**config.mk**
```make
export PLATFORM = sky130hd
export DESIGN_NAME = obuft_bus_arbiter
export DESIGN_NICKNAME = d
export VERILOG_FILES = /design/src/rtl/obuft_bus_arbiter_pkg.sv /design/src/rtl/obuft_bus_arbiter_rr_pick.sv /design/src/rtl/obuft_bus_arbiter.sv
export SDC_FILE = /design/constraint.sdc
export NUM_CORES = 1
export LEC_CHECK = 0
export CORE_ASPECT_RATIO = 1.2
export CORE_MARGIN = 2
export CORE_UTILIZATION = 53
export DETAILED_ROUTE_END_ITERATION = 6
export PLACE_DENSITY = 0.86
export SYNTH_ARGS = -nofsm -noshare
export SYNTH_HDL_FRONTEND = slang
export SYNTH_SLANG_ARGS = --single-unit
export TNS_END_PERCENT = 1
```
**constraint.sdc**
```tcl
create_clock -name CLK -period 2.9 [get_ports CLK]
set_clock_uncertainty 0.05 [all_clocks]
set_input_delay 0.29 -clock CLK [delete_from_list [all_inputs] [get_ports CLK]]
set_output_delay 0.29 -clock CLK [all_outputs]
set_load 0.05 [all_outputs]
```
**src/rtl/obuft_bus_arbiter_pkg.sv**
```systemverilog
// obuft_bus_arbiter_pkg: shared FSM state type and round-robin search helper.
package obuft_bus_arbiter_pkg;

    typedef enum logic [1:0] {IDLE, DRIVE, TURN} state_t;

    localparam int MAX_NREQ = 8;

    // Lowest offset from ptr wins, so scan offsets downward and keep the last hit.
    function automatic logic [2:0] next_rr(input logic [MAX_NREQ-1:0] req, input logic [2:0] ptr, input int nreq);
        int idx;
        next_rr = ptr;
        for (int k = nreq - 1; k >= 0; k--) begin
            idx = (int'(ptr) + k) % nreq;
            if (req[idx]) next_rr = 3'(idx);
        end
    endfunction

endpackage

```
**src/rtl/obuft_bus_arbiter_rr_pick.sv**
```systemverilog
// rr_pick: combinational round-robin winner select starting at ptr.
module rr_pick
    import obuft_bus_arbiter_pkg::*;
#(
    parameter int NREQ = 4,
    parameter int PW   = 2
) (
    input  logic [NREQ-1:0] req,
    input  logic [PW-1:0]   ptr,
    output logic [PW-1:0]   winner,
    output logic            valid
);

    logic [MAX_NREQ-1:0] req_ext;
    logic [2:0]          pick;

    assign req_ext = MAX_NREQ'(req);
    assign pick    = next_rr(req_ext, 3'(ptr), NREQ);
    assign winner  = PW'(pick);
    assign valid   = |req;

endmodule

```
**src/rtl/obuft_bus_arbiter.sv**
```systemverilog
// obuft_bus_arbiter: round-robin owner of a shared tri-state bus with hold limit,
// enforced high-Z turnaround and a global-tristate override.
module obuft_bus_arbiter
    import obuft_bus_arbiter_pkg::*;
#(
    parameter int NREQ      = 4,
    parameter int W         = 8,
    parameter int TURN_CYC  = 2,
    parameter int MAX_BEATS = 16
) (
    input  logic              CLK,
    input  logic              RST,
    input  logic [NREQ-1:0]   REQ,
    input  logic [NREQ*W-1:0] DATA,
    input  logic              GTS_IN,
    output logic [NREQ-1:0]   GNT,
    output logic [W-1:0]      BUS_I,
    output logic              BUS_T,
    output logic              BUSY
);

    localparam int PW = $clog2(NREQ);
    localparam int BW = (MAX_BEATS == 0) ? 1 : $clog2(MAX_BEATS + 1);
    localparam int TW = $clog2(TURN_CYC + 1);

    state_t          state, state_n;
    logic [PW-1:0]   rr_ptr, rr_ptr_n, win, win_n, pick;
    logic            pick_ok, can_grant, turn_done, leave;
    logic [BW-1:0]   beat, beat_n;
    logic [TW-1:0]   turn, turn_n;
    logic [NREQ-1:0] gnt_n;
    logic [W-1:0]    bus_i_n;
    logic            t_reg, t_n;

    rr_pick #(.NREQ(NREQ), .PW(PW)) u_pick (
        .req    (REQ),
        .ptr    (rr_ptr),
        .winner (pick),
        .valid  (pick_ok)
    );

    assign turn_done = (state == TURN) && (turn == TW'(TURN_CYC));
    // The last turnaround cycle behaves as IDLE so a new owner can start on its closing edge.
    assign can_grant = ((state == IDLE) || turn_done) && !GTS_IN && pick_ok;
    assign leave     = GTS_IN || !REQ[win] || ((MAX_BEATS != 0) && (beat == BW'(MAX_BEATS)));

    always_comb begin
        state_n  = state;
        rr_ptr_n = rr_ptr;
        win_n    = win;
        beat_n   = beat;
        turn_n   = turn;
        gnt_n    = GNT;
        bus_i_n  = BUS_I;
        t_n      = t_reg;
        if (state == DRIVE) begin
            bus_i_n = DATA[win*W +: W];
            if (leave) begin
                state_n  = TURN;
                gnt_n    = '0;
                t_n      = 1'b1;
                rr_ptr_n = (win == PW'(NREQ - 1)) ? '0 : win + 1'b1;
                turn_n   = TW'(1);
            end else begin
                beat_n = beat + 1'b1;
            end
        end else if (can_grant) begin
            state_n = DRIVE;
            win_n   = pick;
            gnt_n   = NREQ'(1) << pick;
            bus_i_n = DATA[pick*W +: W];
            t_n     = 1'b0;
            beat_n  = BW'(1);
        end else if (state == TURN) begin
            state_n = turn_done ? IDLE : TURN;
            turn_n  = turn_done ? turn : turn + 1'b1;
        end
    end

    always_ff @(posedge CLK or posedge RST) begin
        if (RST) begin
            state  <= IDLE;
            rr_ptr <= '0;
            win    <= '0;
            beat   <= '0;
            turn   <= '0;
            GNT    <= '0;
            BUS_I  <= '0;
            t_reg  <= 1'b1;
        end else begin
            state  <= state_n;
            rr_ptr <= rr_ptr_n;
            win    <= win_n;
            beat   <= beat_n;
            turn   <= turn_n;
            GNT    <= gnt_n;
            BUS_I  <= bus_i_n;
            t_reg  <= t_n;
        end
    end

    assign BUS_T = t_reg | GTS_IN;
    assign BUSY  = (state != IDLE);

endmodule

```
* After elaboration in Yosys (flattened, before gate mapping)
Index checks and enable logic that the tools add are counted.
** Word-level totals
- Register bits after elaboration :: 26
- Input bits :: 39
- Logic and storage cells :: 98
** Operators by class
- Add/sub/neg operators :: 6
- Order comparisons :: 5
- Eq/ne operators :: 9
- Shift operators :: 3
- Mux-type cells :: 39
- Bitwise gates (word level) :: 5
- Reduce and logical (&&, ||, !) cells :: 23
** Operator list (number)
- $shiftx A32 B6 Y8 :: 2
- $mux W2 :: 15
- $mux W8 :: 2
- $lt A3 B5 Y1 const B :: 3
- $mux W5 :: 3
- $mux W4 :: 3
- $mux W1 :: 11
- $reduce_and A2 Y1 :: 5
- $bmux W1 S3 :: 3
- $add A2 B1 Y2 const B :: 3
- $eq A2 B2 Y1 const B :: 3
- $reduce_bool A2 Y1 :: 3
- $reduce_or A2 Y1 :: 3
- $add A5 B1 Y5 const B :: 1
- $eq A5 B5 Y1 const B :: 1
- $add A2 B2 Y2 const B :: 2
- $bmux W1 S2 :: 2
- $lt A2 B4 Y1 const B :: 1
- $ne A2 B1 Y1 const B :: 2
- $ne A2 B2 Y1 const B :: 2
- $reduce_and A4 Y1 :: 1
- $reduce_or A4 Y1 :: 1
- $shl A1 B2 Y4 const A :: 1
- $and A1 B1 Y1 const A :: 3
- other kinds (9) :: 14

* Logic depth before layout (Yosys ltp)
Gate-level depths: netlist of the first run.
- Depth in word-level cells :: 13
- Depth in mapped cells :: 8
- Gate-level depth less buffers :: 7

* By module
A second synthesis of the first run with hierarchy kept.
** Second synthesis, totals
- Cell total of the unflattened synthesis :: 166
- Area, all modules :: 1735.4 um^2
** Modules (own cells, without submodules)
- obuft_bus_arbiter :: times used 1, cells an instance 150, area an instance 1635.3 um^2
- rr_pick :: times used 1, cells an instance 16, area an instance 100.1 um^2

* Worst setup path before layout of the first run
Ideal clock, no wire load.
- Kind :: register -> register
- Start :: register state[1]
- End :: register beat[3]
- Setup time :: 0.121 ns
- Arrival :: 1.634 ns
- Data required time :: 2.729 ns
- Slack :: 1.095 ns
- Stages on the path, launching flop included :: 8
- Path buffers :: 1
- Period minus slack after synthesis :: 1.805 ns
- Cells stage by stage :: dfrtp_1 inv_1 ha_1 inv_2 nor4b_4 buf_4 nor2_1 a22o_1
** Between the ends
- Word-level cells in the longest chain between the ends :: 7
- Elaborated cells between the ends (all ways) :: 11
- Those cells by class :: eq/ne (3); mux (1); reduce/logical (7)
** RTL lines
- from (decl) :: line obuft_bus_arbiter.sv:26 : state_t state, state_n;
- from (signal assigned) :: line obuft_bus_arbiter.sv:91 : state <= state_n;
- $eq A2 B2 Y1 :: line obuft_bus_arbiter.sv:42 : assign turn_done = (state == TURN) && (turn == TW'(TURN_CYC));
- $logic_and A1 B1 Y1 :: line obuft_bus_arbiter.sv:42
- $logic_or A1 B1 Y1 :: line obuft_bus_arbiter.sv:44 : assign can_grant = ((state == IDLE) || turn_done) && !GTS_IN && pick_ok;
- $logic_and A1 B1 Y1 (2 in series) :: line obuft_bus_arbiter.sv:44
- $reduce_bool A2 Y1 (no line)
- $reduce_and A2 Y1 (no line)
- to (signal assigned) :: line obuft_bus_arbiter.sv:94 : beat <= beat_n;
- to (decl) :: line obuft_bus_arbiter.sv:29 : logic [BW-1:0] beat, beat_n;
Several ways; a longest one is shown, not always the timed one.
A chain may end at the register's enable or synchronous reset.

* Worst setup path after layout of the first run
- Start :: register state[1]
- End :: register GNT[1]
** Between the ends
- Word-level cells in the longest chain between the ends :: 7
- Elaborated cells between the ends (all ways) :: 11
- Those cells by class :: eq/ne (3); mux (1); reduce/logical (7)
** RTL lines
- $eq A2 B2 Y1 :: line obuft_bus_arbiter.sv:42
- $logic_and A1 B1 Y1 :: line obuft_bus_arbiter.sv:42
- $logic_or A1 B1 Y1 :: line obuft_bus_arbiter.sv:44
- $logic_and A1 B1 Y1 (2 in series) :: line obuft_bus_arbiter.sv:44
- $reduce_bool A2 Y1 (no line)
- $reduce_and A2 Y1 (no line)
- to (signal assigned) :: line obuft_bus_arbiter.sv:96 : GNT <= gnt_n;
- to (decl) :: line obuft_bus_arbiter.sv:16 : output logic [NREQ-1:0] GNT,
Several ways; a longest one is shown, not always the timed one.

==> metrics.md, run 1 <==
| Metric | Value |
|---|---|
| Outcome | `completed` |
| WL/cell | `18.4 um` |
| Sequential-to-total area share from yosys stat | `0.329` |
| Post-CTS Resized | `0` |
| I/O Buffers | `52` |
| TritonRoute pass-1 iters | `4` |
| CP Class | `reg2reg` |
| Flops & latches, synth | `26` |
| CTS Buffer Depth | `2` |
| FF-to-FF path depth | `8` |
| CP arrival | `around 2.5 ns` |
| Ant diodes | `0` |
| Core Area | `3600 um2` |
| Tcrit/Tclk final | `0.810` |
| Max Cap Violations | `0` |
| Worst-margin pin slew | `0.761 ns` |
| Chip width | `~60 um` |
| H-tree depth | `1` |
| Yosys cell types | `61` |
| Routed wire length | `5450 um` |
| Switching pwr | `roughly 1200 uW` |
| Post-Synthesis Net Count | `approximately 250` |
| Total track usage | `0.264` |
| TritonCTS Buffers | `3` |
| GPL Wtd Cong | `0.825` |
| Share of the synthesized area in the top cell type | `0.316` |
| CP max FO | `19` |
| Top flop regs | `BUS_I: 8 flops, beat: 5 flops, GNT: 4 flops` |
| CP required | `3.02 ns` |
| Layout area overhead | `31.5%` |
| Ys Warns | `0` |
| Cell area after synthesis | `1980 um2` |
| Global-route wire length before repair | `roughly 8600 um` |
| Synth Instances | `about 210` |
| Clk_lat worst skew | `~0.27 ns` |
| IO Pins | `53` |
| Clock tree from TritonCTS | `done` |
| Number of global-route vias before repair | `1844` |
| Worst R2R Setup Slack | `0.55 ns` |
| Largest net degree at the start of global routing | `27` |
| Post-DRT Antenna Nets | `0` |
| Pwr dens | `~1000 nW/um2` |
| Drt drc | `0` |
| Clock power frac | `0.120` |
| Initial Util | `0.549` |
| Largest register FFs | `8` |
| FFs w/ async S/R, synth | `1.00` |
| Initial antenna violation count | `0` |
| Nets | `a little over 300` |
| Max stage delay cell, worst path | `dfrtp_1` |
| Min-Delay Path Class | `in2async` |
| Sw Ratio | `0.474` |
| Peak VDD IR | `between 0.8 and 0.9 mV` |
| Leakage | `around 0.0010 uW` |
| Startpoint class of the critical path | `flop` |
| Die extent in y | `approximately 71 um` |
| Setup crit end kind | `flop` |
| Area contributors post-synth | `dfrtp_1, ha_1, mux2_2` |
| Crit-path max cell delay | `around 0.41 ns` |
| Register with the most flip-flops | `BUS_I` |
| Die area | `~4200 um2` |
| EDFF count, synth | `0` |
| FF-to-FF End | `GNT[1]$_DFFE_PP0P_` |
| Gate power share | `0.624` |
| RSZ-0062 raised after global routing | `false` |
| Critical-path cell list | `inv_1 -> ha_1 -> inv_2 -> nor4b_4 -> buf_4 -> or2_1 -> nand3b_1 -> nand2_1` |
| Filler cells | `270` |
| Avg Cell Area, Syn | `9.56 um2` |
| Placed Area | `approximately 2500 um2` |
| DR vias/cell | `approximately 6.5` |
| Worst Hold Slack | `~0.32 ns` |
| Final core occ | `0.722` |
| Detailed Place HPWL | `slightly above 4000 um` |
| CTS Root Cell | `clkbuf_8` |
| GR Overflow Total | `0` |
| Sink Count | `26` |
| Slew margin rel. | `0.490` |
| Endpoints failing setup | `0` |
| Flop pwr share | `0.255` |
| Initial DRC Count | `~110` |
| Layout cell share with drive strength beyond 1 | `0.120` |
| CTS Hold Buffers Added | `0` |
| Final worst path period need | `around 2.3 ns` |
| Main synth FF type | `dfrtp_1` |
| Cell accounting for the most synthesized area | `dfrtp_1` |
| Setup bufs post-CTS | `0` |
| Final hold violations | `0` |
| Via count | `about 1900` |
| Num rows | `24` |
| Clk slew on worst S/H paths | `roughly 0.1 ns` |
| Internal Power | `about 1300 uW` |
| Design area | `between 2000 and 3000 um2` |
| Crit Reg-Reg Startpoint | `state[1]$_DFFE_PP0P_` |
| Slew Limit Fails | `0` |
| Fmax | `around 430 MHz` |
| Setup tns final | `0 ns` |
-- cell usage in the layout, fill, tap and decap left out, drive strengths merged, types with 3 or more instances in the layout --
cell type      instances
o211ai                 7
inv                   12
a22oi                  7
nor2b                  4
a21oi                  7
nor3                   7
nor4                   3
clkdlybuf4s50         52
ha                     7
nand4                  3
a22o                   3
o41ai                  8
mux2                   7
dfrtp                 25
mux2i                  7
o221ai                 6
clkbuf                 3
o2bb2ai                6
a32oi                  3
buf                    6
o21ai                 16
nor2                  12
nand2                 11
-- Yosys cell counts, drive strengths merged, types with 2 or more instances --
| cell | count |
|---|---|
| dfrtp | 25 |
| o211ai | 7 |
| ha | 7 |
| or2 | 2 |
| o31ai | 2 |
| a32oi | 3 |
| clkbuf | 6 |
| o41ai | 8 |
| a21oi | 7 |
| nand4 | 3 |
| mux2i | 7 |
| a22o | 3 |
| nand2 | 11 |
| buf | 5 |
| o221ai | 6 |
| a22oi | 7 |
| inv | 12 |
| o21ai | 16 |
| nand3 | 2 |
| nor3 | 7 |
| nor2 | 12 |
| o21a | 2 |
| mux2 | 7 |
| nand3b | 2 |
| o2bb2ai | 6 |
| nand2b | 2 |
| nor4 | 3 |
| nor2b | 4 |
| a31oi | 2 |
-- power groups by stage --
| stage | Sequential, uW | Combinational, uW | Clock [uW] |
|---|---|---|---|
| after floorplan | 884 | 883 | 0 |
| after global placement | 642 | 1550 | 0 |
| after detailed placement | 651 | 1580 | 0 |
| after CTS | 643 | 1590 | 311 |
| after global routing | 665 | 1710 | 323 |
| final | 650 | 1590 | 306 |
-- routing by layer --
| layer | vias up | wire length [um] | GRT usage |
|---|---|---|---|
| met4 | 0 | 99 | 0.0741 |
| li1 | 912 | - | - |
| met1 | 951 | 2270 | 0.343 |
| met5 | - | 0 | 0 |
| met3 | 10 | 274 | 0.0402 |
| met2 | 61 | 2810 | 0.449 |
-- kinds of logic (layout without fill, tap and decap cells) --
family / count (synthesis) / count (layout) / share of synthesized area
AO/OA/AOI/OAI: 81 / 81 / 0.318
flip-flops: 26 / 26 / 0.329
multiplexers: 15 / 15 / 0.0866
buffers and inverters: 24 / 75 / 0.0563
XOR/XNOR: 2 / 2 / 0.00885
adder cells (fa/ha/maj): 7 / 7 / 0.0442
AND/OR/NAND/NOR: 52 / 52 / 0.157
-- critical path, delay by kind of cell (launching register included) --
family | cells | cell delay, ns
adders and majority gates | 1 | 0.40
buffers and inverters | 3 | 0.58
DFF | 1 | 0.41
and+or+nand+nor | 4 | 0.81
-- worst max-delay path by stage --
stage               depth (start not counted)                    to                 start
global placement                            6  BUS_I[6]$_DFFE_PP0P_                REQ[3]
finish                                      8    GNT[1]$_DFFE_PP0P_  state[1]$_DFFE_PP0P_
CTS                                         8    GNT[1]$_DFFE_PP0P_  state[1]$_DFFE_PP0P_
detailed placement                          6  BUS_I[6]$_DFFE_PP0P_                REQ[3]
floorplan                                   7   beat[3]$_DFFE_PP0P_  state[1]$_DFFE_PP0P_
global route                                8    GNT[1]$_DFFE_PP0P_  state[1]$_DFFE_PP0P_
-- stage by stage --
stage / worst slack (ns) / total power (uW) / cells
after global placement: 0.467 / 2190 / 293
after CTS: 0.577 / 2540 / 297
final: 0.551 / 2550 / 297
after global routing: 0.431 / 2700 / 297
after floorplan: 1.10 / 1770 / 207
after detailed placement: 0.450 / 2230 / 293
-- area by class of cell --
type	instances	area, um2	area share
Tap cell	39	48.8	0.0187
Inverter	13	48.8	0.0187
Multi-Input combinational cell	157	1220	0.467
Sequential cell	26	652	0.250
Clock inverter	1	30.0	0.0115
Timing Repair Buffer	58	566	0.217
Clock buffer	3	41.3	0.0159
(Power assumes the default switching activity.)
==> inputs of run 2 (changes only) <==
- CORE_UTILIZATION: 53 -> 49
- PLACE_DENSITY: 0.86 -> 0.81
- clock period: 2.9 -> 2.4 ns (I/O delays scaled with it)
==> run 2 against run 1 <==
- sequential cell count unchanged
- routed wire length is 0.35% higher
- largest cell class unchanged
- register-to-register slack worse by 0.35 ns
- sequential power grew 20%
- critical path type unchanged
- worst setup slack got worse by 0.35 ns
- hold slack worse by 0.051 ns
- combinational power grew 23%
==> metrics.md, run 2 (synthesis results as in run 1) <==
| Metric | Value |
|---|---|
| Outcome | `completed (unchanged)` |
| Clock tree from TritonCTS | `done (unchanged)` |
| Final worst slack | `0.197 ns (was 0.551 ns)` |
| Switching pwr | `1450 uW (was 1210 uW)` |
| GR Overflow Total | `0 (unchanged)` |
| Core Area | `3910 um2 (was 3600 um2)` |
| H-tree depth | `1 (unchanged)` |
| Via count | `1935 (was 1934)` |
| Pwr dens | `1130 nW/um2 (was 978 nW/um2)` |
| Top flop regs | `BUS_I: 8 flops, beat: 5 flops, GNT: 4 flops (unchanged)` |
| Number of global-route vias before repair | `1962 (was 1844)` |
| Internal Power | `1550 uW (was 1340 uW)` |
| Clk_lat worst skew | `0.27 ns (about the same)` |
| Chip width | `62.0 um (was 59.8 um)` |
| Setup bufs post-CTS | `0 (unchanged)` |
| I/O Buffers | `52 (unchanged)` |
| Max Cap Violations | `0 (unchanged)` |
| Design area | `2650 um2 (was 2600 um2)` |
| Crit Reg-Reg Startpoint | `state[1]$_DFFE_PP0P_ (unchanged)` |
| Setup crit end kind | `flop (unchanged)` |
| TritonRoute pass-1 iters | `4 (unchanged)` |
| Slew margin rel. | `0.499 (was 0.490)` |
| CP max FO | `14 (was 19)` |
| Layout cell share with drive strength beyond 1 | `0.147 (was 0.120)` |
| Final core occ | `0.678 (was 0.722)` |
| TritonCTS Buffers | `3 (unchanged)` |
| Gate power share | `0.653 (was 0.624)` |
| DP Worst Slack | `-0.0281 ns (was 0.450 ns)` |
| CTS Root Cell | `clkbuf_8 (unchanged)` |
| Fmax | `454 MHz (was 426 MHz)` |
| Initial antenna violation count | `0 (unchanged)` |
| Sequential cell area | `652 um2 (unchanged)` |
| Slew Limit Fails | `0 (unchanged)` |
| FF-to-FF path depth | `7 (was 8)` |
| Flop pwr share | `0.260 (was 0.255)` |
| Total track usage | `0.256 (was 0.264)` |
| Most frequent cells in the layout | `clkdlybuf4s50_1, dfrtp_1, buf_4, o21ai_0, nor2_1 (was clkdlybuf4s50_1, dfrtp_1, o21ai_0, nor2_1)` |
| Final worst path period need | `2.20 ns (was 2.35 ns)` |
| Register with the most flip-flops | `BUS_I (unchanged)` |
| Worst-margin pin slew | `0.746 ns (was 0.761 ns)` |
| Final hold violations | `0 (unchanged)` |
| FF-to-FF End | `GNT[1]$_DFFE_PP0P_ (unchanged)` |
| RSZ-0062 raised after global routing | `false (unchanged)` |
| Initial Util | `0.506 (was 0.549)` |
| Worst R2R Setup Slack | `0.20 ns (was 0.55 ns)` |
| Total power | `3000 uW (was 2550 uW)` |
| CP required | `2.52 ns (was 3.02 ns)` |
| Ant diodes | `0 (unchanged)` |
| Sink Count | `26 (unchanged)` |
| Leakage | `0.00107 uW (was 0.00104 uW)` |
| DR vias/cell | `6.05 (was 6.51)` |
| GPL Wtd Cong | `0.842 (was 0.825)` |
| Startpoint class of the critical path | `flop (unchanged)` |
| Clock power frac | `0.087 (was 0.120)` |
| Layout area overhead | `34.0% (was 31.5%)` |
| CP Class | `reg2reg (unchanged)` |
| Sw Ratio | `0.482 (was 0.474)` |
| Most common cell after layout, fill and taps aside | `clkdlybuf4s50_1 (unchanged)` |
| IO Pins | `53 (unchanged)` |
| Min-Delay Path Class | `in2async (unchanged)` |
| Drt drc | `0 (unchanged)` |
| Endpoints failing setup | `0 (unchanged)` |
| WL/cell | `17.1 um (was 18.4 um)` |
| Clk slew on worst S/H paths | `0.09 ns (was 0.10 ns)` |
| Setup tns final | `0 ns (unchanged)` |
| Post-CTS Resized | `0 (unchanged)` |
| CTS Hold Buffers Added | `0 (unchanged)` |
| Peak VDD IR | `0.660 mV (was 0.822 mV)` |
| Routed wire length | `5470 um (was 5450 um)` |
| Post-DRT Antenna Nets | `0 (unchanged)` |
| Filler cells | `310 (was 270)` |
| Num rows | `25 (was 24)` |
| Largest register FFs | `8 (unchanged)` |
| Tcrit/Tclk final | `0.918 (was 0.810)` |
| CP arrival | `2.32 ns (was 2.47 ns)` |
| CTS Buffer Depth | `2 (unchanged)` |
| Initial DRC Count | `75 (was 112)` |
| Largest net degree at the start of global routing | `27 (unchanged)` |
| Placed Area | `2610 um2 (was 2530 um2)` |
| Die extent in y | `73.6 um (was 70.9 um)` |
| Multi-input gate area | `1220 um2 (unchanged)` |
| Nets | `313 (was 305)` |
| Die area | `4570 um2 (was 4240 um2)` |
| Detailed Place HPWL | `4150 um (was 4070 um)` |
| Global-route wire length before repair | `8740 um (was 8630 um)` |
-- run 2: cell type report --
cell class | instances | area share
multi-input cells | 157 | 0.458
flip-flops and latches | 26 | 0.246
repair buffers | 66 | 0.235
well taps | 54 | 0.0255
inverters | 13 | 0.0184
clock buffers | 4 | 0.0170
-- run 2: power groups by stage --
stage	registers [uW]	clock network, uW	logic [uW]
6_report	781	260	1960
5_1_grt	802	284	2130
4_1_cts	777	266	1960
3_5_place_dp	785	0	1960
3_3_place_gp	778	0	1930
2_1_floorplan	1070	0	1070
-- run 2: worst max path at each step --
| stage | to | slack (ns) | from | cells past startpoint |
|---|---|---|---|---|
| CTS | GNT[1]$_DFFE_PP0P_ | 0.22 | state[1]$_DFFE_PP0P_ | 7 |
| global placement | GNT[1]$_DFFE_PP0P_ | 0.05 | REQ[1] | 6 |
| detailed placement | GNT[1]$_DFFE_PP0P_ | -0.03 | REQ[1] | 6 |
| floorplan | beat[3]$_DFFE_PP0P_ | 0.60 | state[1]$_DFFE_PP0P_ | 7 |
| global route | GNT[1]$_DFFE_PP0P_ | 0.02 | state[1]$_DFFE_PP0P_ | 7 |
| finish | GNT[1]$_DFFE_PP0P_ | 0.20 | state[1]$_DFFE_PP0P_ | 7 |
-- run 2: per-layer routing --
| metal | up-vias | track usage | share of wire |
|---|---|---|---|
| li1 | 932 | - | - |
| met3 | 10 | 0.0317 | 0.051 |
| met4 | 0 | 0.111 | 0.018 |
| met2 | 61 | 0.446 | 0.54 |
| met5 | - | 0 | 0 |
| met1 | 932 | 0.307 | 0.39 |
-- run 2: per-stage QoR --
step | hold WS (ns) | instances
2_1_floorplan | 0.229 | 207
3_3_place_gp | 0.438 | 316
3_5_place_dp | 0.426 | 316
4_1_cts | 0.275 | 320
5_1_grt | 0.314 | 320
6_report | 0.273 | 320
-- run 2: worst max-delay path: stages, from the launching register on --
cell,delay [ns]
dfrtp_1,0.42
inv_1,0.10
ha_1,0.29
inv_2,0.11
nor4b_4,0.64
or2_1,0.29
nand3b_1,0.14
nand2_1,0.05
==> inputs of run 3 (changes only) <==
- SLEW_MARGIN: unset -> 5
==> results of run 3 <==
No change in the layout: final DEF, timing and power equal those of run 2.
